[config.mk]
export PLATFORM = sky130hd
export DESIGN_NAME = cache_mem_arbiter_flat
export DESIGN_NICKNAME = d
export VERILOG_FILES = /design/src/rtl/cache_mem_arbiter_if.sv /design/src/rtl/cache_mem_arbiter.sv /design/src/flat_wrapper.sv
export SDC_FILE = /design/constraint.sdc
export NUM_CORES = 1
export LEC_CHECK = 0
export BUFFER_PORTS_ARGS = -buffer_cell sky130_fd_sc_hd__buf_2
export CAP_MARGIN = 20
export CORE_AREA = 2 2 103 105
export CTS_CLUSTER_DIAMETER = 150
export DETAILED_ROUTE_END_ITERATION = 7
export DIE_AREA = 0 0 105 107
export GPL_TIMING_DRIVEN = 1
export SYNTH_ARGS = -nofsm -noshare
export SYNTH_HDL_FRONTEND = slang
export SYNTH_SLANG_ARGS = --single-unit
[constraint.sdc]
create_clock -name CLK -period 3.7 [get_ports CLK]
set_input_delay 0.74 -clock CLK [delete_from_list [all_inputs] [get_ports CLK]]
set_output_delay 0.74 -clock CLK [all_outputs]
set_load 0.01 [all_outputs]
[src/rtl/cache_mem_arbiter_if.sv]
// Shared-RAM bus bundle for cache_mem_arbiter: icache, dcache and RAM sides.
// slave is the arbiter's view; master is the caches'/RAM's view.
interface cache_mem_arbiter_if #(
  parameter int ADDR_W = 32
);
  logic              iREN;
  logic [ADDR_W-1:0] iaddr;
  logic              iwait;
  logic [ADDR_W-1:0] iload;

  logic              dREN;
  logic              dWEN;
  logic              dlock;
  logic [ADDR_W-1:0] daddr;
  logic [ADDR_W-1:0] dstore;
  logic              dwait;
  logic [ADDR_W-1:0] dload;

  logic              ramREN;
  logic              ramWEN;
  logic [ADDR_W-1:0] ramaddr;
  logic [ADDR_W-1:0] ramstore;
  logic [ADDR_W-1:0] ramload;
  logic              ram_ack;

  modport slave (
    input  iREN, iaddr, dREN, dWEN, dlock, daddr, dstore, ramload, ram_ack,
    output iwait, iload, dwait, dload, ramREN, ramWEN, ramaddr, ramstore
  );

  modport master (
    output iREN, iaddr, dREN, dWEN, dlock, daddr, dstore, ramload, ram_ack,
    input  iwait, iload, dwait, dload, ramREN, ramWEN, ramaddr, ramstore
  );
endinterface

[src/rtl/cache_mem_arbiter.sv]
// Arbitrates one RAM port between icache and dcache: dcache priority, lock, anti-starvation.
// Define ARB_PERF_EN to add the icount/dcount/scount performance counters.
module cache_mem_arbiter #(
  parameter int STARVE_MAX = 4,
  parameter int LOCK_MAX   = 4
) (
  input  logic               CLK,
  input  logic               RST,
  cache_mem_arbiter_if.slave bus
`ifdef ARB_PERF_EN
  ,
  output logic [31:0]        icount,
  output logic [31:0]        dcount,
  output logic [31:0]        scount
`endif
);

  localparam int SW = $clog2(STARVE_MAX + 1);
  localparam int LW = $clog2(LOCK_MAX + 1);
  localparam logic [SW-1:0] STARVE_LIM = SW'(STARVE_MAX);
  localparam logic [LW-1:0] LOCK_LIM   = LW'(LOCK_MAX);

  typedef enum logic [1:0] {IDLE, IACC, DACC} state_t;

  state_t        r_state;
  state_t        w_nextState;
  logic [SW-1:0] r_starveCnt;
  logic [SW-1:0] w_starveNext;
  logic [LW-1:0] r_lockCnt;
  logic [LW-1:0] w_lockNext;

  logic w_dReq;
  logic w_iDone;
  logic w_dDone;
  logic w_abort;
  logic w_arbitrate;

  // A completion only counts while the granted side still drives its request.
  always_comb begin
    w_dReq      = bus.dREN | bus.dWEN;
    w_iDone     = (r_state == IACC) & bus.iREN & bus.ram_ack;
    w_dDone     = (r_state == DACC) & w_dReq & bus.ram_ack;
    w_abort     = ((r_state == IACC) & ~bus.iREN) | ((r_state == DACC) & ~w_dReq);
    w_arbitrate = (r_state == IDLE) | w_iDone | w_dDone;
  end

  // The starvation test uses the post-update count so the forced fetch follows the Nth dcache word directly.
  always_comb begin
    w_starveNext = r_starveCnt;
    if (!bus.iREN || w_iDone) begin
      w_starveNext = '0;
    end else if (w_dDone && (r_starveCnt < STARVE_LIM)) begin
      w_starveNext = r_starveCnt + SW'(1);
    end
  end

  always_comb begin
    w_nextState = r_state;
    if (w_abort) begin
      w_nextState = IDLE;
    end else if (w_arbitrate) begin
      if ((r_state == DACC) && bus.dlock && w_dReq && (r_lockCnt < LOCK_LIM)) begin
        w_nextState = DACC;
      end else if (bus.iREN && (w_starveNext == STARVE_LIM)) begin
        w_nextState = IACC;
      end else if (w_dReq) begin
        w_nextState = DACC;
      end else if (bus.iREN) begin
        w_nextState = IACC;
      end else begin
        w_nextState = IDLE;
      end
    end
  end

  always_comb begin
    w_lockNext = r_lockCnt;
    if (w_dDone) begin
      if (!bus.dlock) begin
        w_lockNext = '0;
      end else if (r_lockCnt < LOCK_LIM) begin
        w_lockNext = r_lockCnt + LW'(1);
      end
    end else if (w_iDone && !bus.dlock) begin
      w_lockNext = '0;
    end
    if ((r_state == DACC) && (w_nextState != DACC)) begin
      w_lockNext = '0;
    end
  end

  always_ff @(posedge CLK or posedge RST) begin
    if (RST) begin
      r_state     <= IDLE;
      r_starveCnt <= '0;
      r_lockCnt   <= '0;
    end else begin
      r_state     <= w_nextState;
      r_starveCnt <= w_starveNext;
      r_lockCnt   <= w_lockNext;
    end
  end

  // RAM side sees only the granted requester; wait flags drop only on a real completion.
  always_comb begin
    bus.ramREN   = 1'b0;
    bus.ramWEN   = 1'b0;
    bus.ramaddr  = '0;
    bus.ramstore = '0;
    bus.iwait    = 1'b1;
    bus.dwait    = 1'b1;
    bus.iload    = '0;
    bus.dload    = '0;
    case (r_state)
      IACC: begin
        bus.ramREN  = bus.iREN;
        bus.ramaddr = bus.iaddr;
        bus.iwait   = ~w_iDone;
        bus.iload   = bus.ramload;
      end
      DACC: begin
        bus.ramWEN   = bus.dWEN;
        bus.ramREN   = bus.dREN & ~bus.dWEN;
        bus.ramaddr  = bus.daddr;
        bus.ramstore = bus.dstore;
        bus.dwait    = ~w_dDone;
        bus.dload    = bus.ramload;
      end
      default: begin
        bus.ramREN = 1'b0;
      end
    endcase
  end

`ifdef ARB_PERF_EN
  always_ff @(posedge CLK or posedge RST) begin
    if (RST) begin
      icount <= '0;
      dcount <= '0;
      scount <= '0;
    end else begin
      if (w_iDone) icount <= icount + 32'd1;
      if (w_dDone) dcount <= dcount + 32'd1;
      if (bus.iREN && (r_state != IACC)) scount <= scount + 32'd1;
    end
  end
`endif

endmodule

[src/flat_wrapper.sv]
// flat-port wrapper written by rule: the top's interface ports become plain ports
module cache_mem_arbiter_flat 
#(
  parameter int STARVE_MAX = 4,
  parameter int LOCK_MAX   = 4
)
  (CLK, RST, bus_iREN, bus_iaddr, bus_dREN, bus_dWEN, bus_dlock, bus_daddr, bus_dstore, bus_ramload, bus_ram_ack, bus_iwait, bus_iload, bus_dwait, bus_dload, bus_ramREN, bus_ramWEN, bus_ramaddr, bus_ramstore);
  cache_mem_arbiter_if bus_i ();
  input  logic CLK;
  input  logic RST;
  input wire logic [$bits(bus_i.iREN)-1:0] bus_iREN;
  input wire logic [$bits(bus_i.iaddr)-1:0] bus_iaddr;
  input wire logic [$bits(bus_i.dREN)-1:0] bus_dREN;
  input wire logic [$bits(bus_i.dWEN)-1:0] bus_dWEN;
  input wire logic [$bits(bus_i.dlock)-1:0] bus_dlock;
  input wire logic [$bits(bus_i.daddr)-1:0] bus_daddr;
  input wire logic [$bits(bus_i.dstore)-1:0] bus_dstore;
  input wire logic [$bits(bus_i.ramload)-1:0] bus_ramload;
  input wire logic [$bits(bus_i.ram_ack)-1:0] bus_ram_ack;
  output wire logic [$bits(bus_i.iwait)-1:0] bus_iwait;
  output wire logic [$bits(bus_i.iload)-1:0] bus_iload;
  output wire logic [$bits(bus_i.dwait)-1:0] bus_dwait;
  output wire logic [$bits(bus_i.dload)-1:0] bus_dload;
  output wire logic [$bits(bus_i.ramREN)-1:0] bus_ramREN;
  output wire logic [$bits(bus_i.ramWEN)-1:0] bus_ramWEN;
  output wire logic [$bits(bus_i.ramaddr)-1:0] bus_ramaddr;
  output wire logic [$bits(bus_i.ramstore)-1:0] bus_ramstore;
  assign bus_i.iREN = bus_iREN;
  assign bus_i.iaddr = bus_iaddr;
  assign bus_i.dREN = bus_dREN;
  assign bus_i.dWEN = bus_dWEN;
  assign bus_i.dlock = bus_dlock;
  assign bus_i.daddr = bus_daddr;
  assign bus_i.dstore = bus_dstore;
  assign bus_i.ramload = bus_ramload;
  assign bus_i.ram_ack = bus_ram_ack;
  assign bus_iwait = bus_i.iwait;
  assign bus_iload = bus_i.iload;
  assign bus_dwait = bus_i.dwait;
  assign bus_dload = bus_i.dload;
  assign bus_ramREN = bus_i.ramREN;
  assign bus_ramWEN = bus_i.ramWEN;
  assign bus_ramaddr = bus_i.ramaddr;
  assign bus_ramstore = bus_i.ramstore;
  cache_mem_arbiter #(.STARVE_MAX(STARVE_MAX), .LOCK_MAX(LOCK_MAX)) u_core (.CLK(CLK), .RST(RST), .bus(bus_i));
endmodule
==> flow_summary_export.csv, run 1 <==
group,metric,value,unit
status,status,"finished clean",
cts,cts_hold_buf,0,
routing,vias,2701,
critical_path,r2r_cells,7,
floorplanning,start_util,17.4,%
routing,first_iter_violations,194,
placed_design,port_buffers,266,
floorplanning,dieWidth,105,um
critical_path,start_kind,"flop",
timing,tightest_slew,0.786,ns
power_and_ir_drop,power.total,1.81,mW
routing,wirelength,9370,um
critical_path,cp.required,2.96,ns
cts,numClockSinks,8,
global_routing,grt_pass1_wl,13500,um
routing,drtAntennaViolNets,0,
cts,clkTransAtPathRegs,0.04,ns
layout,postLayoutCoreUtil,32.3,%
layout,layout.nets,645,
routing,wire_per_inst,14.7,um
routing,drtPass1Iterations,4,
global_routing,grt_pass1_vias,2391,
critical_path,path_cells,"inv_1 -> ha_2 -> buf_12 -> a22oi_1 -> nor2b_1 -> buf_2",
cts,numCtsBuffers,3,
timing,finalCriticalPeriod,2.92,ns
cts,cts_root_buf,"clkbuf_8",
timing,finalHoldViolations,0,
power_and_ir_drop,ir_drop,259,uV
synth,synth_edf_count,0,
synth,ys_ff_latch,8,
critical_path,critical_path_class,"flop to primary output",
flow_run,drv_cap,0,
layout,syn_to_final_growth,85.3,%
placed_design,post_dp_cell_area,3220,um2
synth,synth_area_leader_cell,"and2_1",
floorplanning,die-area,11200,um2
critical_path,cp.arrival,2.18,ns
critical_path,critPathBufInv,3,
global_routing,grt-ovfl-total,0,
synth,async_flop_share,100,%
global_routing,track_usage,15.1,%
power_and_ir_drop,power_density,556,nW/um2
synth,synth_top_cell_area_share,34.5,%
synth,ys.warnings.count,0,
layout,n_antenna_cell,0,
synth,synth_cells,253,
synth,ys_seq_area_share,11.4,%
timing,finalSetupViolCount,0,
global_routing,grt_max_degree,58,
timing,grt_setup_unrepaired,"no",
synth,yosysMostFrequentCell,"and2_1",
synth,syn_area_per_cell,6.95,um2
cts,cts_setup_buffers,0,
critical_path,endpoint_kind,"primary output",
min_path,hold_path_class,"input port to asynchronous set/reset pin",
timing,relSlewSlack,47.6,%
synth,synth_ff_type,"dfrtp_1",
critical_path,timing.rr.start,"u_core.r_state[0]",
timing,fin_ws,0.778,ns
cts,cts_max_path_buffers,2,
placed_design,dp_hpwl,8030,um
timing,final_max_slew_viol_count,0,
synth,syn_area,1760,um2
placed_design,place_congestion,0.854,
floorplanning,core_area,10100,um2
critical_path,r2r_slack,1.16,ns
layout,final_area,3260,um2
cts,cts_resized,0,
synth,synth_nets,393,
synth,netlist-cell-type-count,32,
global_routing,antenna_found_initial,0,
cts,insertion_delay,0.23,ns
timing,clock_skew,0.000897,ns
critical_path,cp_top_family,"adder cells",
routing,via_per_inst,4.23,
critical_path,path_max_fanout,57,
placed_design,place_ws,1.03,ns
cts,cts_tree,"done",
power_and_ir_drop,leakagePower,1.90,nW
timing,fin_setup_tns,0,ns
floorplanning,rows,37,
critical_path,cp_slowest_cell,"ha_2",
timing,fmax,342,MHz
cts,htree_levels,1,
floorplanning,chipHeight,107,um
timing,period_share,79.0,%
routing,drc,0,
critical_path,r2r_end,"u_core.r_lockCnt[2]",
layout,drive_gt1_share,55.7,%
synth,synth_area_leaders,"and2_1 (34%), a22oi_1 (14%), dfrtp_1 (11%)",
critical_path,slowest_delay,0.72,ns
synth,synth_common_cells,"and2_1 (97), a22oi_1 (33), nor2b_1 (32), clkbuf_1 (20), nor2_1 (12)",
floorplanning,pin_count,267,
worst max-delay path by stage:
stage	start	end	slack, ns	cells past startpoint
finish	u_core.r_state[0]	bus_ramaddr[4]	0.78	6
global route	u_core.r_state[0]	bus_ramaddr[4]	0.59	6
CTS	u_core.r_state[0]	bus_ramaddr[4]	0.78	6
detailed placement	u_core.r_state[0]	bus_ramaddr[4]	1.03	6
global placement	u_core.r_state[0]	bus_ramaddr[29]	1.13	6
floorplan	u_core.r_state[1]	bus_ramaddr[17]	1.41	6
registers in the layout, indices dropped and copies added (netlist names):
name / cells
u_core.r_state: 2
u_core.r_lockCnt: 3
u_core.r_starveCnt: 3
per-layer routing:
metal  GRT usage [%]  vias to the layer above  wire length [um]
li1                -                     1346                 -
met1            21.3                     1241              4260
met2            23.8                      106              4370
met3            3.28                        8               661
met4            2.48                        0                78
met5               0                        -                 0
cells by family (layout without fill, tap and decap cells):
family / Yosys count / in the layout / share of synthesized area, %
flops: 8 / 8 / 11.4
simple gates: 156 / 156 / 52.9
xor+xnor: 2 / 2 / 0.996
mux: 1 / 1 / 0.569
fa+ha+maj: 5 / 5 / 3.56
buf+inv: 27 / 277 / 6.19
compound gates: 54 / 54 / 24.4
placed cells by master (no fill, tap or decap), types with 3 or more instances in the layout:
master      n
buf_2     266
and2_1     97
a22oi_1    33
nor2b_1    32
nor2_1     12
nand2_1     8
dfrtp_1     8
inv_1       6
o21ai_0     5
a21oi_1     4
ha_1        3
clkbuf_8    3
power breakdown:
part           internal [mW]  switching [mW]  total [mW]
registers              0.111          0.0215       0.133
clock network         0.0703          0.0330       0.103
logic                  0.717           0.859        1.58
layout make-up:
cell class	instances	area [um2]
fillers	1106	6830
multi-input cells	218	1460
repair buffers	268	1370
flip-flops and latches	8	200
well taps	136	170
clock buffers	3	41.3
inverters	6	22.5
metrics by stage:
step	instances	hold WS [ns]
floorplan	253	0.483
global placement	636	0.506
detailed placement	636	0.535
CTS	639	0.459
global route	639	0.478
finish	639	0.450
Note: power is estimated with default switching activity, not from simulation.
==> inputs of run 2 (changes only) <==
clock period = 2.9 ns   (was 3.7 ns; I/O delays follow)
==> run 2 against run 1 <==
Sequential power grew 26%; cell count rose by 0.47%; sequential share of layout area about the same; critical path depth is the same; hold slack worse by 0.16 ns; core utilization up 0.099 points; clock-buffer cell count unchanged; routed wire length increased by 1.5%; clock power up 31%; largest cell class unchanged; largest power group unchanged; highest routed layer unchanged.
==> flow_summary_export.csv, run 2 (synthesized netlist as in run 1, its figures left out) <==
group,metric,value,unit
global_routing,top_usage_layer,"met2",
critical_path,cp.arrival,1.84,ns
cts,htree_levels,1,
timing,grt_setup_unrepaired,"no",
critical_path,critPathBufInv,3,
layout,multiInputGateArea,1460,um2
global_routing,grt-ovfl-total,0,
cts,clkTransAtPathRegs,0.04,ns
critical_path,cp_top_family,"buffers and inverters",
timing,finalSetupViolCount,0,
status,status,"finished clean",
critical_path,cp.required,2.32,ns
layout,n_antenna_cell,0,
global_routing,track_usage,15.1,%
layout,layout.nets,648,
layout,drive_gt1_share,55.9,%
global_routing,grt_pass1_wl,13600,um
cts,cts_resized,0,
layout,final_cell_mix,"buf_2 (266), and2_1 (97), a22oi_1 (33), nor2b_1 (32), nor2_1 (12)",
floorplanning,rows,37,
layout,nFillCells,1108,
critical_path,r2r_end,"u_core.r_lockCnt[2]",
global_routing,grt_max_degree,53,
cts,numClockSinks,8,
placed_design,dp_hpwl,8070,um
timing,fmax,413,MHz
placed_design,place_congestion,0.947,
cts,insertion_delay,0.23,ns
timing,tightest_slew,0.390,ns
critical_path,endpoint_kind,"primary output",
layout,final_common_cell,"buf_2",
floorplanning,pin_count,267,
routing,wirelength,9510,um
routing,drtAntennaViolNets,0,
critical_path,r2r_slack,0.74,ns
critical_path,slowest_delay,0.41,ns
floorplanning,die-area,11200,um2
routing,first_iter_violations,224,
power_and_ir_drop,power_density,707,nW/um2
power_and_ir_drop,power.total,2.31,mW
placed_design,port_buffers,266,
layout,top_regs,"u_core.r_lockCnt (3), u_core.r_starveCnt (3), u_core.r_state (2)",
cts,cts_root_buf,"clkbuf_8",
routing,via_per_inst,4.25,
critical_path,r2r_cells,8,
cts,cts_max_path_buffers,2,
global_routing,use_met1,22.3,%
critical_path,critical_path_class,"flop to primary output",
critical_path,path_max_fanout,25,
floorplanning,chipHeight,107,um
critical_path,cp_slowest_cell,"ha_2",
critical_path,timing.rr.start,"u_core.r_state[1]",
power_and_ir_drop,leakagePower,1.91,nW
critical_path,start_kind,"flop",
timing,fin_setup_tns,0,ns
flow_run,drv_cap,0,
cts,cts_setup_buffers,0,
layout,syn_to_final_growth,85.9,%
floorplanning,core_area,10100,um2
routing,vias,2727,
timing,period_share,83.4,%
power_and_ir_drop,ir_drop,265,uV
cts,cts_tree,"done",
floorplanning,start_util,17.4,%
timing,relSlewSlack,74.0,%
timing,finalHoldViolations,0,
cts,numCtsBuffers,3,
timing,finalCriticalPeriod,2.42,ns
cts,cts_hold_buf,0,
routing,drtPass1Iterations,4,
timing,final_max_slew_viol_count,0,
floorplanning,dieWidth,105,um
timing,clock_skew,0.000485,ns
layout,seq_area,200,um2
min_path,hold_path_class,"input port to asynchronous set/reset pin",
routing,wire_per_inst,14.8,um
global_routing,gr-usage-met2,23.3,%
global_routing,grt_pass1_vias,2450,
global_routing,use_met3,2.13,%
global_routing,antenna_found_initial,0,
routing,drc,0,
critical_path,path_cells,"inv_1 -> ha_2 -> buf_4 -> a22oi_1 -> nor2b_1 -> buf_2",
run 2: worst register-to-register path, cell delays in order, from the launching register on:
cell and delay (ns):
dfrtp_1 0.40, inv_1 0.09, ha_2 0.41, and3_2 0.29, inv_1 0.10, nand2_1 0.14
nor2_1 0.07, o31a_1 0.32, a2111oi_2 0.22
run 2: worst max path at each step:
stage               depth (start not counted)  slack (ns)               to         startpoint
floorplan                                   6        0.77  bus_ramaddr[17]  u_core.r_state[1]
global placement                            6        0.77  bus_ramaddr[29]  u_core.r_state[1]
detailed placement                          6        0.68   bus_ramaddr[5]  u_core.r_state[1]
CTS                                         6        0.43   bus_ramaddr[5]  u_core.r_state[1]
global route                                6        0.28  bus_ramaddr[22]  u_core.r_state[1]
finish                                      6        0.48   bus_ramaddr[5]  u_core.r_state[1]
run 2: stage by stage:
stage | instances | hold slack, ns | util [%] | worst slack, ns | instance area, um2
2_1_floorplan | 253 | 0.396 | - | 0.772 | 1760
3_3_place_gp | 639 | 0.500 | 32.0 | 0.769 | 3230
3_5_place_dp | 639 | 0.543 | 32.0 | 0.684 | 3230
4_1_cts | 642 | 0.297 | 32.4 | 0.432 | 3270
5_1_grt | 642 | 0.325 | 32.4 | 0.280 | 3270
6_report | 642 | 0.295 | 32.4 | 0.481 | 3270
run 2: layout make-up:
| class | count | share of cell area (%) |
|---|---|---|
| inverter | 6 | 0.689 |
| sequential | 8 | 6.12 |
| clock buffer | 3 | 1.26 |
| tap | 136 | 5.20 |
| timing repair buffer | 271 | 42.2 |
| multi-input combinational | 218 | 44.5 |
run 2: power breakdown:
part | switching (mW) | leakage [nW] | internal, mW
clock network | 0.0449 | 0.0216 | 0.0900
registers | 0.0268 | 0.106 | 0.142
logic | 1.11 | 1.78 | 0.903
total | 1.18 | 1.91 | 1.13
run 2: per-layer routing:
| metal | share of wire, % | wire (um) | up-vias |
|---|---|---|---|
| met2 | 46 | 4400 | 115 |
| li1 | - | - | 1351 |
| met3 | 6.9 | 657 | 9 |
| met1 | 46 | 4360 | 1252 |
| met4 | 0.90 | 86 | 0 |
| met5 | 0 | 0 | - |
==> inputs of run 3 (changes only) <==
clock period = 2.4 ns   (was 2.9 ns; I/O delays follow)
==> run 3 against run 2 <==
Critical path depth is the same; sequential cell count is the same; design area increased by 0.80%; largest power group unchanged; register-to-register slack lost 0.47 ns; global-route usage is 0.67 points lower; via count down 1.8%; combinational power rose by 24%; core utilization is 0.26 points higher; sequential share of layout area about the same; first-iteration DRC count is 2.2% lower; cell count did not move; die area unchanged.
==> flow_summary_export.csv, run 3 (synthesized netlist as in run 1, its figures left out) <==
group,metric,value,unit
timing,period_share,93.8,%
timing,relSlewSlack,75.3,%
floorplanning,die-area,11200,um2
power_and_ir_drop,power_density,868,nW/um2
critical_path,path_cells,"inv_1 -> ha_2 -> buf_12 -> a22oi_1 -> nor2b_1 -> buf_2",
global_routing,track_usage,14.5,%
timing,finalCriticalPeriod,2.25,ns
critical_path,cp_slowest_cell,"dfrtp_1",
critical_path,cp.required,1.92,ns
critical_path,path_max_fanout,50,
routing,via_per_inst,4.17,
cts,cts_max_path_buffers,2,
cts,cts_root_buf,"clkbuf_8",
timing,grt_setup_unrepaired,"no",
timing,fin_ws,0.148,ns
timing,tightest_slew,0.367,ns
power_and_ir_drop,ir_drop,436,uV
critical_path,endpoint_kind,"primary output",
cts,cts_tree,"done",
flow_run,drv_cap,0,
floorplanning,dieWidth,105,um
routing,drc,0,
layout,seq_area,200,um2
layout,final_common_cell,"buf_2",
cts,insertion_delay,0.23,ns
critical_path,critical_path_class,"flop to primary output",
timing,finalHoldViolations,0,
routing,drtAntennaViolNets,0,
floorplanning,rows,37,
routing,first_iter_violations,219,
layout,drive_gt1_share,55.9,%
timing,fin_setup_tns,0,ns
global_routing,grt-ovfl-total,0,
floorplanning,start_util,17.4,%
layout,final_cell_mix,"buf_2 (266), and2_1 (97), a22oi_1 (33), nor2b_1 (32), nor2_1 (12)",
layout,n_antenna_cell,0,
cts,htree_levels,1,
cts,cts_setup_buffers,0,
global_routing,grt_pass1_wl,13200,um
layout,layout.nets,648,
routing,drtPass1Iterations,4,
layout,nFillCells,1113,
min_path,hold_path_class,"input port to asynchronous set/reset pin",
floorplanning,chipHeight,107,um
routing,vias,2679,
status,status,"finished clean",
placed_design,place_ws,0.265,ns
global_routing,grt_max_degree,51,
cts,cts_resized,0,
routing,wirelength,9190,um
timing,finalSetupViolCount,0,
power_and_ir_drop,leakagePower,1.92,nW
critical_path,start_kind,"flop",
cts,clkTransAtPathRegs,0.04,ns
placed_design,dp_hpwl,7820,um
layout,top_regs,"u_core.r_lockCnt (3), u_core.r_starveCnt (3), u_core.r_state (2)",
timing,final_max_slew_viol_count,0,
critical_path,cp.arrival,1.77,ns
cts,cts_hold_buf,0,
cts,numClockSinks,8,
layout,multiInputGateArea,1470,um2
floorplanning,pin_count,267,
global_routing,antenna_found_initial,0,
placed_design,place_congestion,0.829,
floorplanning,core_area,10100,um2
timing,fmax,444,MHz
timing,clock_skew,0.00336,ns
critical_path,slowest_delay,0.40,ns
cts,numCtsBuffers,3,
layout,syn_to_final_growth,87.4,%
placed_design,port_buffers,266,
routing,wire_per_inst,14.3,um
global_routing,grt_pass1_vias,2457,
run 3: cell count changes in the layout (fill, tap and decap cells not counted):
| cell | before | now |
|---|---|---|
| buf_4 | 4 | 2 |
| ha_4 | 0 | 1 |
| ha_2 | 2 | 1 |
| buf_6 | 0 | 1 |
| buf_12 | 1 | 2 |
run 3: metal layers:
layer,share of wire [%],GRT usage (%),routed length (um),vias to the layer above
met1,46,21.1,4270,1228
met3,5.9,2.01,543,0
met2,48,23.4,4370,99
met5,0,0,0,-
li1,-,-,-,1352
met4,0,1.24,0,0
run 3: report_power, final:
group	switching, mW	internal, mW	total (mW)
sequential	0.0330	0.171	0.204
combinational	1.35	1.14	2.50
clock	0.0538	0.109	0.163
total	1.44	1.42	2.86
run 3: through the flow:
step | hold slack, ns | total power [mW] | instances | util [%] | cell area (um2)
floorplan | 0.296 | 1.71 | 253 | - | 1760
global placement | 0.450 | 2.68 | 639 | 32.1 | 3240
detailed placement | 0.453 | 2.72 | 639 | 32.1 | 3240
CTS | 0.211 | 2.89 | 642 | 32.5 | 3280
global route | 0.227 | 3.12 | 642 | 32.7 | 3300
finish | 0.200 | 2.86 | 642 | 32.7 | 3300
run 3: worst max-delay path, delay by kind of cell (launching register included):
kind / cells / cell delay [ns]
AOI/OAI and AO/OA: 1 / 0.12
adders and majority gates: 1 / 0.34
buffers and inverters: 3 / 0.53
DFF: 1 / 0.40
and+or+nand+nor: 1 / 0.14
run 3: layout make-up:
| cell class | count | area share (%) |
|---|---|---|
| repair buffers | 271 | 42.4 |
| multi-input cells | 218 | 44.4 |
| flip-flops and latches | 8 | 6.07 |
| well taps | 136 | 5.16 |
| inverters | 6 | 0.683 |
| clock buffers | 3 | 1.25 |
run 3: worst paths after layout:
check                                          from                   to  slack (ns)  cells after the start
worst min register to register  u_core.r_lockCnt[1]  u_core.r_lockCnt[1]        0.53                      2
worst max-delay path              u_core.r_state[0]       bus_ramaddr[1]        0.15                      6
worst max register to register    u_core.r_state[0]  u_core.r_lockCnt[2]        0.27                      8
max in group asynchronous                       RST    u_core.r_state[1]        1.95                      2
min in group CLK                u_core.r_lockCnt[1]  u_core.r_lockCnt[1]        0.53                      2
worst min-delay path                            RST  u_core.r_lockCnt[0]        0.20                      2
